[src/rtl/keypad_emulator_if.sv]
// Command and column-scan signals between the keypad emulator and its harness.
// The harness (scanner side) uses the master modport; the emulator uses slave.
interface keypad_emulator_if;
    logic       cmd_valid;
    logic       cmd_ready;
    logic [3:0] cmd_key;
    logic [3:0] col;
    logic [3:0] row;
    logic       busy;
    logic       done;

    modport master (
        output cmd_valid,
        output cmd_key,
        output col,
        input  cmd_ready,
        input  row,
        input  busy,
        input  done
    );

    modport slave (
        input  cmd_valid,
        input  cmd_key,
        input  col,
        output cmd_ready,
        output row,
        output busy,
        output done
    );
endinterface

[src/rtl/keypad_emulator.sv]
// 4x4 membrane keypad model: answers an active-low column scan with active-low
// rows for one commanded press, sequenced through bounce, hold and release.
module keypad_emulator #(
    parameter int BOUNCE_CYCLES  = 4,
    parameter int HOLD_CYCLES    = 16,
    parameter int RELEASE_CYCLES = 8
) (
    input  logic               clk,
    input  logic               rst,
    keypad_emulator_if.slave   kp
);

    typedef enum logic [1:0] {
        IDLE    = 2'd0,
        BOUNCE  = 2'd1,
        HOLD    = 2'd2,
        RELEASE = 2'd3
    } state_e;

    // Terminal counter values; each phase counts 0..N-1.
    localparam logic [15:0] B_LAST = (BOUNCE_CYCLES > 0) ? 16'(BOUNCE_CYCLES - 1) : 16'd0;
    localparam logic [15:0] H_LAST = 16'(HOLD_CYCLES - 1);
    localparam logic [15:0] R_LAST = 16'(RELEASE_CYCLES - 1);
    localparam state_e      FIRST_PRESS_STATE = (BOUNCE_CYCLES == 0) ? HOLD : BOUNCE;

    state_e      state_q, state_d;
    logic [15:0] cnt_q, cnt_d;
    logic        contact_q, contact_d;
    logic        done_q, done_d;
    logic [3:0]  key_q, key_d;

    logic        accept;
    logic [15:0] cnt_inc;

    // Active-low one-hot select: index 0 drives bit 3 low.
    function automatic logic [3:0] one_cold(input logic [1:0] idx);
        return ~(4'b1000 >> idx);
    endfunction

    assign kp.cmd_ready = (state_q == IDLE) && !rst;
    assign accept       = kp.cmd_valid && kp.cmd_ready;
    assign cnt_inc      = cnt_q + 16'd1;

    // contact_d is computed from the next counter value so the registered
    // contact already reflects the phase in the first cycle of that phase.
    always_comb begin
        state_d   = state_q;
        cnt_d     = cnt_q;
        contact_d = contact_q;
        done_d    = 1'b0;
        key_d     = key_q;
        case (state_q)
            IDLE: begin
                contact_d = 1'b0;
                if (accept) begin
                    key_d     = kp.cmd_key;
                    cnt_d     = 16'd0;
                    contact_d = 1'b1;
                    state_d   = FIRST_PRESS_STATE;
                end
            end
            BOUNCE: begin
                if (cnt_q == B_LAST) begin
                    state_d   = HOLD;
                    cnt_d     = 16'd0;
                    contact_d = 1'b1;
                end else begin
                    cnt_d     = cnt_inc;
                    contact_d = ~cnt_inc[0];
                end
            end
            HOLD: begin
                if (cnt_q == H_LAST) begin
                    state_d   = RELEASE;
                    cnt_d     = 16'd0;
                    contact_d = 1'b0;
                end else begin
                    cnt_d     = cnt_inc;
                    contact_d = 1'b1;
                end
            end
            RELEASE: begin
                contact_d = 1'b0;
                if (cnt_q == R_LAST) begin
                    state_d = IDLE;
                    cnt_d   = 16'd0;
                    done_d  = 1'b1;
                end else begin
                    cnt_d = cnt_inc;
                end
            end
            default: begin
                state_d   = IDLE;
                cnt_d     = 16'd0;
                contact_d = 1'b0;
            end
        endcase
    end

    always_ff @(posedge clk) begin
        if (rst) begin
            state_q   <= IDLE;
            cnt_q     <= 16'd0;
            contact_q <= 1'b0;
            done_q    <= 1'b0;
        end else begin
            state_q   <= state_d;
            cnt_q     <= cnt_d;
            contact_q <= contact_d;
            done_q    <= done_d;
        end
    end

    // The latched key only matters while contact is set, so it needs no reset.
    always_ff @(posedge clk) begin
        key_q <= key_d;
    end

    // Zero-latency row response: only an exact single-column match answers.
    assign kp.row  = (contact_q && (kp.col == one_cold(key_q[1:0])))
                     ? one_cold(key_q[3:2]) : 4'b1111;
    assign kp.busy = (state_q != IDLE);
    assign kp.done = done_q;

endmodule

[src/flat_wrapper.sv]
// flat-port wrapper written by rule: the top's interface ports become plain ports
module keypad_emulator_flat 
#(
    parameter int BOUNCE_CYCLES  = 4,
    parameter int HOLD_CYCLES    = 16,
    parameter int RELEASE_CYCLES = 8
)
  (clk, rst, kp_cmd_valid, kp_cmd_key, kp_col, kp_cmd_ready, kp_row, kp_busy, kp_done);
  keypad_emulator_if kp_i ();
  input  logic clk;
  input  logic rst;
  input wire logic [$bits(kp_i.cmd_valid)-1:0] kp_cmd_valid;
  input wire logic [$bits(kp_i.cmd_key)-1:0] kp_cmd_key;
  input wire logic [$bits(kp_i.col)-1:0] kp_col;
  output wire logic [$bits(kp_i.cmd_ready)-1:0] kp_cmd_ready;
  output wire logic [$bits(kp_i.row)-1:0] kp_row;
  output wire logic [$bits(kp_i.busy)-1:0] kp_busy;
  output wire logic [$bits(kp_i.done)-1:0] kp_done;
  assign kp_i.cmd_valid = kp_cmd_valid;
  assign kp_i.cmd_key = kp_cmd_key;
  assign kp_i.col = kp_col;
  assign kp_cmd_ready = kp_i.cmd_ready;
  assign kp_row = kp_i.row;
  assign kp_busy = kp_i.busy;
  assign kp_done = kp_i.done;
  keypad_emulator #(.BOUNCE_CYCLES(BOUNCE_CYCLES), .HOLD_CYCLES(HOLD_CYCLES), .RELEASE_CYCLES(RELEASE_CYCLES)) u_core (.clk(clk), .rst(rst), .kp(kp_i));
endmodule
[config.mk]
export PLATFORM = sky130hd
export DESIGN_NAME = keypad_emulator_flat
export DESIGN_NICKNAME = d
export VERILOG_FILES = /design/src/rtl/keypad_emulator_if.sv /design/src/rtl/keypad_emulator.sv /design/src/flat_wrapper.sv
export SDC_FILE = /design/constraint.sdc
export NUM_CORES = 1
export LEC_CHECK = 0
export BUFFER_PORTS_ARGS = -buffer_cell sky130_fd_sc_hd__clkbuf_2
export CAP_MARGIN = 20
export CELL_PAD_IN_SITES_DETAIL_PLACEMENT = 1
export CELL_PAD_IN_SITES_GLOBAL_PLACEMENT = 2
export CORE_MARGIN = 5
export CORE_UTILIZATION = 39
export CTS_BUF_LIST = sky130_fd_sc_hd__clkbuf_2 sky130_fd_sc_hd__clkbuf_4 sky130_fd_sc_hd__clkbuf_8
export DETAILED_ROUTE_END_ITERATION = 8
export PLACE_DENSITY = 0.9
export SLEW_MARGIN = 20
export SYNTH_ARGS = -nofsm -noshare
export SYNTH_HDL_FRONTEND = slang
export SYNTH_SLANG_ARGS = --single-unit
[constraint.sdc]
create_clock -name clk -period 5.95 [get_ports clk]
set_input_delay 0.2975 -clock clk [delete_from_list [all_inputs] [get_ports clk]]
set_output_delay 0.2975 -clock clk [all_outputs]
set_load 0.005 [all_outputs]
## After elaboration in Yosys (flattened, before gate mapping)

Index checks and enable logic that the tools add are counted.

| operators by class | value |
|---|---|
| add/sub/neg operators | 1 |
| equality and inequality tests | 11 |
| shift operators | 2 |
| mux-type cells | 16 |
| bitwise gates (word level) | 4 |
| reductions and logical operators | 9 |

Operators with widths:

| operator | count |
|---|---|
| 2-to-1 mux 16 bit | 4 |
| case mux 16 bit (4 select lines) | 1 |
| adder 16 x 1 -> 16 bit (second input constant) | 1 |
| == test 16 x 2 -> 1 bit (second input constant) | 1 |
| == test 16 x 3 -> 1 bit (second input constant) | 1 |
| == test 16 x 4 -> 1 bit (second input constant) | 1 |
| 2-to-1 mux 2 bit | 4 |
| != test 2 x 1 -> 1 bit (second input constant) | 4 |
| inverter 4 bit | 2 |
| case mux 2 bit (4 select lines) | 1 |
| >> shifter 4 x 2 -> 4 bit (first input constant) | 2 |
| == test 2 bit (second input constant) | 2 |
| == test 4 bit | 1 |
| 2-to-1 mux 1 bit | 4 |
| 2-to-1 mux 4 bit | 1 |
| case mux 1 bit (4 select lines) | 1 |
| AND reduction 4 bit | 1 |
| logical AND 1 bit | 3 |
| == test 2 x 1 -> 1 bit (second input constant) | 1 |
| zero test 2 bit | 1 |
| inverter 1 bit | 2 |
| AND reduction 2 bit | 1 |
| nonzero test 2 bit | 1 |
| OR reduction 2 bit | 1 |
| zero test 1 bit | 1 |

| word-level totals | value |
|---|---|
| register bits | 24 |
| bits of input ports | 11 |
| output and inout port bits | 7 |
| logic and storage cells | 48 |

## Depth between registers and ports, before layout

Gate-level depths: netlist of run 1.

| depth | value |
|---|---|
| depth in word-level cells | 5 |
| depth in mapped cells | 7 |
| mapped depth without buffers | 7 |

## Worst setup path before layout of run 1

OpenSTA, ideal clock, no wires.

| timing path | value |
|---|---|
| kind | register -> output |
| start point | register u_core.key_q[1] |
| end point | output kp_row[3] |
| arrival | 1.765 ns |
| data required time | 5.653 ns |
| setup slack | 3.887 ns |
| stages on the path, launching flop included | 5 |
| path buffers | 0 |
| cell sequence | edfxtp_1 -> o22ai_1 -> a31oi_1 -> a2111oi_0 -> or3b_2 |

| on the way | value |
|---|---|
| word-level cells in the longest chain between the ends | 5 |

Ends and longest elaborated chain:

| item | RTL line | text |
|---|---|---|
| start, declared | keypad_emulator.sv:30 | `logic [3:0] key_q, key_d;` |
| start signal, assigned | keypad_emulator.sv:116 | `key_q <= key_d;` |
| >> shifter 4 x 2 -> 4 bit | keypad_emulator.sv:37 | `return ~(4'b1000 >> idx);` |
| inverter 4 bit | keypad_emulator.sv:37 |  |
| == test 4 bit | keypad_emulator.sv:120 | `assign kp.row = (contact_q && (kp.col == one_cold(key_q[1:0])))` |
| logical AND 1 bit | keypad_emulator.sv:120 |  |
| 2-to-1 mux 4 bit | keypad_emulator.sv:121 | `? one_cold(key_q[3:2]) : 4'b1111;` |
| end, declared | flat_wrapper.sv:16 | `output wire logic [$bits(kp_i.row)-1:0] kp_row;` |

Every way passes these cells.

## Final worst setup path of run 1

Same ends and word-level chain as after synthesis.

==> results.json, run 1 <==
{
  "synth_edf_count": 4,
  "hpwl_um": 2524,
  "synth_top_flop_cell": "dfxtp_1",
  "drv_slew": 0,
  "ctsLongestPathBuffers": 2,
  "ant_nets": 0,
  "hold_class": "in -> reg",
  "die_area_sq_um": 4712,
  "ir_drop_uv": 162.3,
  "finClkSkew_ps": 13.22,
  "syn_area_per_cell_sq_um": 8.942,
  "gp_congestion": 0.7757,
  "synth_common_cells": "20 x dfxtp_1, 15 x nor2_1, 11 x nand2_1",
  "synthToLayoutAreaGrowth_pct": 13.71,
  "drive_gt1_frac": 0.2024,
  "required_ps": 5650,
  "cts_setup_buffers": 0,
  "clock_latency_ps": 330,
  "cts_tree": "done",
  "yosysSeqAreaShare": 0.3881,
  "grt_pass1_wl_um": 5506,
  "worstMarginPinSlew_ps": 891.4,
  "timing.rr.start": "u_core.cnt_q[0]$_SDFFE_PP0N_",
  "initial_utilization": 0.4019,
  "num-nets-final": 186,
  "r2r_slack_ps": 3510,
  "dp_cells": 210,
  "setup_tns_ps": 0,
  "htreeDepth": 1,
  "syn_nets": 167,
  "cp_max_fo": 6,
  "max-cap-violations": 0,
  "antenna_cells": 0,
  "synth_warnings": 0,
  "syn_area_sq_um": 1341,
  "worst-setup-path-type": "reg -> out",
  "clockRootBuffer": "clkbuf_4",
  "vias": 1192,
  "antenna_found_initial": 0,
  "setup_viol_count_final": 0,
  "crit_path_start_kind": "flop",
  "path_clk_slew_ps": 150,
  "synth_largest_area_cell": "dfxtp_1",
  "grtUsageTotal": 0.1560,
  "cellLeakagePower_nw": 0.5388,
  "vias_per_cell": 5.570,
  "chipWidth_um": 68.65,
  "portBuffers": 17,
  "min_delay_worst_endpoint": "u_core.key_q[2]$_DFFE_PP_",
  "worstPathArrival_ps": 2420,
  "period_needed_ps": 2720,
  "hold_viol": 0,
  "end_kind": "output pin",
  "cts.repair.resized": 0,
  "grt-ovfl-total": 0,
  "p_per_area_nw_per_um2": 294.6,
  "place_area_sq_um": 1473,
  "synth_top_area_share": 0.2985,
  "first_pass_iters": 4,
  "r2r_cells": 6,
  "routed_wl_um": 3269,
  "fin_hold_ws_ps": 138.0,
  "core_sq_um": 3337,
  "clock_sinks": 24,
  "netlist_instances": 150,
  "status": "complete, no violations",
  "r2r_end": "u_core.cnt_q[3]$_SDFFE_PP0N_",
  "fin_crit_sh": 0.4572,
  "ios": 18,
  "route.detailed.drc": 0,
  "max_freq_mhz": 367.6,
  "synthArstFlopShare": 0,
  "cts_buffers": 3,
  "min_from": "kp_cmd_key[2]",
  "rows": 21,
  "drt_iter0_markers": 36,
  "post_drt_wl_per_cell_um": 15.28,
  "ys_types": 37,
  "design_area_sq_um": 1525,
  "grt_setup_unrepaired": "false",
  "grt_pass1_vias": 1178,
  "yosysMostFrequentCell": "dfxtp_1",
  "slew_headroom": 0.3904,
  "synth-seq-cells": 24,
  "grt_max_degree": 15,
  "die_y_um": 68.65,
  "synth.area.top_cells": "dfxtp_1 30%, edfxtp_1 9.0%, ha_1 5.6%, xor2_1 4.6%, nor2_1 4.2%",
  "total_power_uw": 449.4,
  "hold_depth": 1,
  "instances_no_fill": 214,
  "holdBufCountCts": 0
}
## worst max-delay path, cell delays in order, from the launching register on
cell       delay (ps)
edfxtp_1          490
o22ai_1           190
a31oi_1            50
a2111oi_0         760
or3b_2            490
clkbuf_2          120
## layout make-up
type / instances / area [sq um]
inverters: 8 / 30.03
multi-input cells: 115 / 779.5
clock buffers: 3 / 22.52
flip-flops and latches: 24 / 520.5
fillers: 407 / 1812
well taps: 46 / 57.56
clock inverters: 1 / 30.03
repair buffers: 17 / 85.08
## worst max path at each step
stage,slack (ps),from,cells after the start,to
CTS,3220,u_core.key_q[1]$_DFFE_PP_,5,kp_row[3]
global placement,3680,u_core.key_q[1]$_DFFE_PP_,5,kp_row[3]
global route,3010,u_core.key_q[1]$_DFFE_PP_,5,kp_row[3]
finish,3230,u_core.key_q[1]$_DFFE_PP_,5,kp_row[3]
floorplan,3890,u_core.key_q[1]$_DFFE_PP_,4,kp_row[3]
detailed placement,3590,u_core.key_q[1]$_DFFE_PP_,5,kp_row[3]
## cell families after synthesis
group / share of synthesized area
AOI/OAI and AO/OA: 0.1763
xor gates and xnor gates: 0.05877
adders and majority gates: 0.05597
buffers and inverters: 0.03078
DFF: 0.3881
muxes: 0.01493
and+or+nand+nor: 0.2752
## registers in the layout, indices dropped and copies added, names as in the netlist
register / cells
u_core.cnt_q: 16
u_core.contact_q: 1
u_core.key_q: 4
u_core.kp.done: 1
u_core.state_q: 2
## layer usage
metal / track usage / vias up / wire length [um]
li1: - / 583 / -
met4: 0.05955 / 0 / 70
met2: 0.2944 / 16 / 1744
met1: 0.1733 / 584 / 1377
met5: 0 / - / 0
met3: 0.02269 / 9 / 77
## power by group
part           internal (mW)  switching, mW
logic                 0.0521         0.0876
registers              0.179         0.0105
clock network         0.0682         0.0521
total                  0.299          0.150
## metrics by stage
stage | worst slack, ps | utilization
floorplan | 3887 | -
global placement | 3678 | 0.4413
detailed placement | 3589 | 0.4413
CTS | 3218 | 0.4571
global route | 3006 | 0.4571
finish | 3230 | 0.4571
## cells in the final DEF (no fill, tap or decap), drive strengths merged, types with 3 or more instances in the layout
| cell type | netlist | layout |
|---|---|---|
| nor3 | 4 | 4 |
| o21ai | 6 | 6 |
| nand4 | 5 | 5 |
| a21oi | 8 | 8 |
| or4 | 3 | 3 |
| ha | 6 | 6 |
| a31oi | 7 | 7 |
| nand3b | 3 | 3 |
| edfxtp | 4 | 4 |
| or3 | 3 | 3 |
| inv | 8 | 8 |
| clkbuf | 3 | 20 |
| nor2 | 15 | 15 |
| dfxtp | 20 | 20 |
| xor2 | 7 | 7 |
| nand2 | 12 | 12 |
| nand3 | 8 | 8 |
| o41ai | 3 | 3 |
Power figures use the tool's default switching activity.
==> inputs of run 2 (changes only) <==
--- a/config.mk
+++ b/config.mk
@@ -10,10 +10,10 @@
 export CELL_PAD_IN_SITES_DETAIL_PLACEMENT = 1
 export CELL_PAD_IN_SITES_GLOBAL_PLACEMENT = 2
 export CORE_MARGIN = 5
-export CORE_UTILIZATION = 39
+export CORE_UTILIZATION = 32
 export CTS_BUF_LIST = sky130_fd_sc_hd__clkbuf_2 sky130_fd_sc_hd__clkbuf_4 sky130_fd_sc_hd__clkbuf_8
 export DETAILED_ROUTE_END_ITERATION = 8
-export PLACE_DENSITY = 0.9
+export PLACE_DENSITY = 0.79
 export SLEW_MARGIN = 20
 export SYNTH_ARGS = -nofsm -noshare
 export SYNTH_HDL_FRONTEND = slang
==> constraint.sdc (replaced) <==
create_clock -name clk -period 2.22 [get_ports clk]
set_input_delay 0.111 -clock clk [delete_from_list [all_inputs] [get_ports clk]]
set_output_delay 0.111 -clock clk [all_outputs]
set_load 0.005 [all_outputs]
==> run 2 against run 1 <==
Clock-buffer cell count unchanged. Critical path depth increased by 1. First-iteration DRC count decreased by 25%. Routed wire length increased by 15%. Total power increased to 2.7 times the previous value. Non-clock buffer count increased by 12. Clock power increased by 130%. Global-route usage decreased by 1.1 points. Hold slack got worse by 130 ps. Register-to-register slack got worse by 3500 ps. Largest cell class unchanged. Largest power group unchanged.
==> results.json, run 2 (synthesis gave the netlist of run 1 again) <==
{
  "hpwl_um": 2887,
  "clock_latency_ps": 270,
  "slew_headroom": 0.6444,
  "period_needed_ps": 2177,
  "num-nets-final": 198,
  "status": "complete, no violations",
  "ctsLongestPathBuffers": 2,
  "die_area_sq_um": 5586,
  "worstMarginPinSlew_ps": 529.7,
  "vias": 1248,
  "fin_crit_sh": 0.9808,
  "grt_max_degree": 14,
  "clock_sinks": 24,
  "ir_drop_uv": 400.8,
  "grt_pass1_wl_um": 6251,
  "end_kind": "flop",
  "largest-register": "u_core.cnt_q",
  "setup_viol_count_final": 0,
  "max-cap-violations": 0,
  "cts_buffers": 3,
  "grt_use_met2": 0.2693,
  "grt_setup_unrepaired": "true",
  "rows": 23,
  "cp_max_fo": 6,
  "core_sq_um": 4029,
  "worstPathArrival_ps": 2340,
  "required_ps": 2380,
  "largest_reg_flops": 16,
  "top_regs": "u_core.cnt_q (16), u_core.key_q (4), u_core.state_q (2)",
  "grt_pass1_vias": 1309,
  "post_drt_wl_per_cell_um": 16.28,
  "route.detailed.drc": 0,
  "layout.cells.most_common": "dfxtp_1",
  "dp_cells": 222,
  "synthToLayoutAreaGrowth_pct": 23.60,
  "layout.filler_cells": 497,
  "initial_utilization": 0.3329,
  "top_usage_layer": "met2",
  "grtUsageTotal": 0.1450,
  "fin_hold_ws_ps": 10.57,
  "portBuffers": 17,
  "hold_class": "in -> reg",
  "p_per_area_nw_per_um2": 736.4,
  "grtUsageMet1": 0.1641,
  "instances_no_fill": 230,
  "drv_slew": 0,
  "total_power_mw": 1.221,
  "cellLeakagePower_nw": 0.6063,
  "antenna_cells": 0,
  "ant_nets": 0,
  "clockRootBuffer": "clkbuf_8",
  "finClkSkew_ps": 6.869,
  "first_pass_iters": 3,
  "chipWidth_um": 74.74,
  "vias_per_cell": 5.426,
  "cts_tree": "done",
  "grt-ovfl-total": 0,
  "ios": 18,
  "final_cell_mix": "20 x dfxtp_1, 17 x clkbuf_2, 15 x nor2_1, 11 x nand2_1, 11 x buf_4",
  "gp_congestion": 0.7479,
  "worst-setup-path-type": "reg -> reg",
  "final_util": 0.4115,
  "crit_path_start_kind": "flop",
  "path_clk_slew_ps": 90,
  "drive_gt1_frac": 0.2500,
  "antenna_found_initial": 0,
  "drt_iter0_markers": 27,
  "setup_tns_ps": 0,
  "grt_use_met3": 0.02537,
  "routed_wl_um": 3745,
  "max_freq_mhz": 459.3,
  "die_y_um": 74.74,
  "htreeDepth": 1,
  "hold_viol": 0
}
[run 2: cell types whose count changed in the layout (fill, tap and decap cells not counted), sizes merged]
| cell | delta |
|---|---|
| buf | +11 |
| dlygate4sd3 | +1 |
| clkinv | +1 |
| bufinv | -1 |
[run 2: worst max-delay path, stage by stage (launching register included)]
cell and delay (ps):
dfxtp_1 380, or4_4 630, o41ai_4 480, nand4_1 140, buf_4 180, nor3_1 170, a211oi_1 80
[run 2: metal layers]
metal | routed length [um] | vias to the layer above
met1 | 1598 | 612
met5 | 0 | -
met3 | 83 | 9
met4 | 81 | 0
li1 | - | 615
met2 | 1982 | 12
[run 2: final cells by class]
cell class	instances	area [sq um]	area share
Clock buffer	3	41.29	0.02491
Clock inverter	1	3.754	0.002264
Multi-Input combinational cell	115	822.0	0.4958
Inverter	8	30.03	0.01811
Tap cell	50	62.56	0.03774
Timing Repair Buffer	29	177.7	0.1072
Sequential cell	24	520.5	0.3140
[run 2: path summary, 6_finish.rpt]
kind | start | endpoint | slack [ps] | cells past startpoint
hold / removal | kp_cmd_key[2] | u_core.key_q[2]$_DFFE_PP_ | 10 | 1
hold reg to reg | u_core.cnt_q[15]$_SDFFE_PP0N_ | u_core.cnt_q[15]$_SDFFE_PP0N_ | 500 | 1
setup reg to reg | u_core.cnt_q[4]$_SDFFE_PP0N_ | u_core.state_q[0]$_SDFFE_PP0P_ | 40 | 6
setup / recovery | u_core.cnt_q[4]$_SDFFE_PP0N_ | u_core.state_q[0]$_SDFFE_PP0P_ | 40 | 6
[run 2: repair_timing]
action                                  CTS  global route
pin swaps                                 0             4
endpoints found under the hold margin     0             1
endpoints found under the setup margin    1            15
buffers inserted                          2             1
resized for setup                         2             6
hold buffers                              0             1
[run 2: metrics by stage]
| step | setup WS (ps) | area (sq um) |
|---|---|---|
| finish | 42.57 | 1658 |
| global route | -22.60 | 1658 |
| CTS | 12.10 | 1599 |
| detailed placement | 31.57 | 1538 |
| global placement | 135.6 | 1538 |
| floorplan | 210.4 | 1341 |
[run 2: power by group]
| group | switching, mW | leakage [nW] | internal (mW) | total, mW |
|---|---|---|---|---|
| clock network | 0.146 | 0.0231 | 0.124 | 0.270 |
| logic | 0.266 | 0.384 | 0.179 | 0.444 |
| registers | 0.0268 | 0.199 | 0.479 | 0.506 |
==> inputs of run 3 (changes only) <==
--- a/config.mk
+++ b/config.mk
@@ -8,12 +8,12 @@
 export BUFFER_PORTS_ARGS = -buffer_cell sky130_fd_sc_hd__clkbuf_2
 export CAP_MARGIN = 20
 export CELL_PAD_IN_SITES_DETAIL_PLACEMENT = 1
-export CELL_PAD_IN_SITES_GLOBAL_PLACEMENT = 2
-export CORE_MARGIN = 5
-export CORE_UTILIZATION = 32
-export CTS_BUF_LIST = sky130_fd_sc_hd__clkbuf_2 sky130_fd_sc_hd__clkbuf_4 sky130_fd_sc_hd__clkbuf_8
+export CELL_PAD_IN_SITES_GLOBAL_PLACEMENT = 1
+export CORE_MARGIN = 10
+export CORE_UTILIZATION = 40
+export CTS_BUF_LIST = sky130_fd_sc_hd__clkbuf_4 sky130_fd_sc_hd__clkbuf_8
 export DETAILED_ROUTE_END_ITERATION = 8
-export PLACE_DENSITY = 0.79
+export PLACE_DENSITY = 0.8
 export SLEW_MARGIN = 20
 export SYNTH_ARGS = -nofsm -noshare
 export SYNTH_HDL_FRONTEND = slang
==> run 3 against run 2 <==
The run now ends with negative setup slack left. Via count grew 6.7%. Worst setup slack lost 100 ps. Clock-buffer cell count is the same. Die area grew 8.6%. Global-route usage shrank 1.3 points. Design area grew 7.3%. Combinational power grew 17%. Clock skew grew 3.6 ps. Utilization grew 16 points. Clock power grew 24%. Total power grew 12%. Hold slack gained 79 ps. Largest cell class unchanged. Highest routed layer unchanged.
==> results.json, run 3 (synthesis gave the netlist of run 1 again) <==
{
  "status": "finished, violations left",
  "violations": "negative setup slack",
  "routed_wl_um": 4733,
  "chipWidth_um": 77.91,
  "p_per_area_nw_per_um2": 767.4,
  "drive_gt1_frac": 0.3172,
  "synthToLayoutAreaGrowth_pct": 32.65,
  "rows": 20,
  "r2r_cells": 6,
  "timing.rr.start": "u_core.cnt_q[4]$_SDFFE_PP0N_",
  "vias_per_cell": 5.791,
  "ctsLongestPathBuffers": 2,
  "hold_class": "in -> reg",
  "period_needed_ps": 2280,
  "p_sw_frac": 0.3664,
  "layout.cells.most_common": "dfxtp_1",
  "final_cell_mix": "18 x dfxtp_1, 17 x clkbuf_2, 15 x nor2_1, 13 x buf_4, 11 x nand2_1",
  "grt-ovfl-total": 0,
  "grtUsageTotal": 0.1315,
  "finClkSkew_ps": 10.43,
  "clock_latency_ps": 340,
  "grt_pass1_vias": 1366,
  "grt_max_degree": 15,
  "dp_slack_ps": 60.44,
  "die_area_sq_um": 6069,
  "crit_path_start_kind": "flop",
  "cp_max_fo": 8,
  "end_kind": "flop",
  "die_y_um": 77.91,
  "clkPwrFrac": 0.245,
  "hold_viol": 0,
  "cellLeakagePower_nw": 0.6513,
  "antenna_found_initial": 0,
  "hpwl_um": 2816,
  "clockRootBuffer": "clkbuf_4",
  "cpLargestDelayFamily": "simple AND/OR/NAND/NOR gates",
  "num-nets-final": 204,
  "path_clk_slew_ps": 150,
  "drt_iter0_markers": 133,
  "portBuffers": 17,
  "hold_depth": 2,
  "setup_ws_ps": -59.70,
  "htreeDepth": 1,
  "post_drt_wl_per_cell_um": 20.58,
  "largest_reg_flops": 16,
  "fin_crit_sh": 1.027,
  "fin_hold_ws_ps": 89.61,
  "drv_slew": 0,
  "intPower_uw": 865.1,
  "critPathLaunch": "u_core.cnt_q[4]$_SDFFE_PP0N_",
  "top_regs": "u_core.cnt_q (16), u_core.key_q (4), u_core.state_q (2)",
  "slowest_delay_ps": 640,
  "vias": 1332,
  "ir_drop_uv": 498.4,
  "slew_headroom": 0.6118,
  "critical_path.cell_chain": "or4_4 > o41ai_4 > buf_4 > a311oi_4 > nand2b_1 > a31oi_1",
  "ios": 18,
  "grt_pass1_wl_um": 6513,
  "largest-register": "u_core.cnt_q",
  "max_freq_mhz": 438.7,
  "gp_congestion": 0.7497,
  "core_sq_um": 3128,
  "cp.depth": 6,
  "worstPathArrival_ps": 2500,
  "route.detailed.drc": 0,
  "cp_slowest_cell": "or4_4",
  "max-cap-violations": 0,
  "first_pass_iters": 4,
  "power.switching_uw": 500.2,
  "setup_viol_count_final": 3,
  "clock_sinks": 24,
  "pwr-share-seq": 0.374,
  "initial_utilization": 0.4288,
  "ant_nets": 0,
  "combPwrFrac": 0.380,
  "grt_setup_unrepaired": "true",
  "worst-setup-path-type": "reg -> reg",
  "cts_buffers": 3,
  "min_from": "rst",
  "worstMarginPinSlew_ps": 582.3,
  "antenna_cells": 0,
  "required_ps": 2440,
  "cts_tree": "done",
  "critPathBufInv": 1
}
run 3: cell count changes in the layout (fill, tap and decap cells not counted), sizes merged:
| cell | delta |
|---|---|
| dlygate4sd3 | +3 |
| bufinv | +1 |
| buf | +3 |
| clkinv | -1 |
run 3: path summary, 6_finish.rpt:
| check | slack, ps | to |
|---|---|---|
| worst max-delay path | -60 | u_core.cnt_q[2]$_SDFFE_PP0N_ |
| worst min register to register | 520 | u_core.cnt_q[15]$_SDFFE_PP0N_ |
| worst max register to register | -60 | u_core.cnt_q[2]$_SDFFE_PP0N_ |
| worst min-delay path | 90 | u_core.state_q[0]$_SDFFE_PP0P_ |
run 3: power groups by stage:
stage | clock network (mW) | logic, mW | registers [mW]
2_1_floorplan | 0 | 0.265 | 0.510
3_3_place_gp | 0 | 0.361 | 0.512
3_5_place_dp | 0 | 0.376 | 0.516
4_1_cts | 0.326 | 0.407 | 0.507
5_1_grt | 0.348 | 0.562 | 0.514
6_report | 0.335 | 0.519 | 0.511
run 3: layout make-up:
type                            instances  area [sq um]
Clock inverter                          1         30.03
Timing Repair Buffer                   35         234.0
Inverter                                8         30.03
Tap cell                               44         55.05
Multi-Input combinational cell        115         884.6
Fill cell                             381          1349
Sequential cell                        24         523.0
Clock buffer                            3         22.52
run 3: metal layers:
layer	GRT usage	up-vias	share of wire	wire length, um
li1	-	624	-	-
met5	0	-	0	0
met4	0.05376	0	0.029	136
met2	0.2363	27	0.54	2559
met1	0.1442	668	0.40	1888
met3	0.03226	13	0.031	149
run 3: metrics by stage:
stage          utilization  total power [mW]  TNS, ps  instance area [sq um]  std cells
2_1_floorplan            -            0.7753        0                   1341        150
3_3_place_gp        0.4868            0.8728        0                   1523        215
3_5_place_dp        0.4868            0.8927        0                   1523        215
4_1_cts             0.5348             1.239        0                   1673        225
5_1_grt             0.5688             1.424    -1268                   1779        230
6_report            0.5688             1.365   -111.6                   1779        230
run 3: repair_timing:
action	CTS	global route
gates resized for setup	9	12
hold buffers	4	0
buffers inserted	2	5
pin swaps	2	6
endpoints found under the setup margin	1	19
gates cloned	0	0
endpoints found under the hold margin	4	0
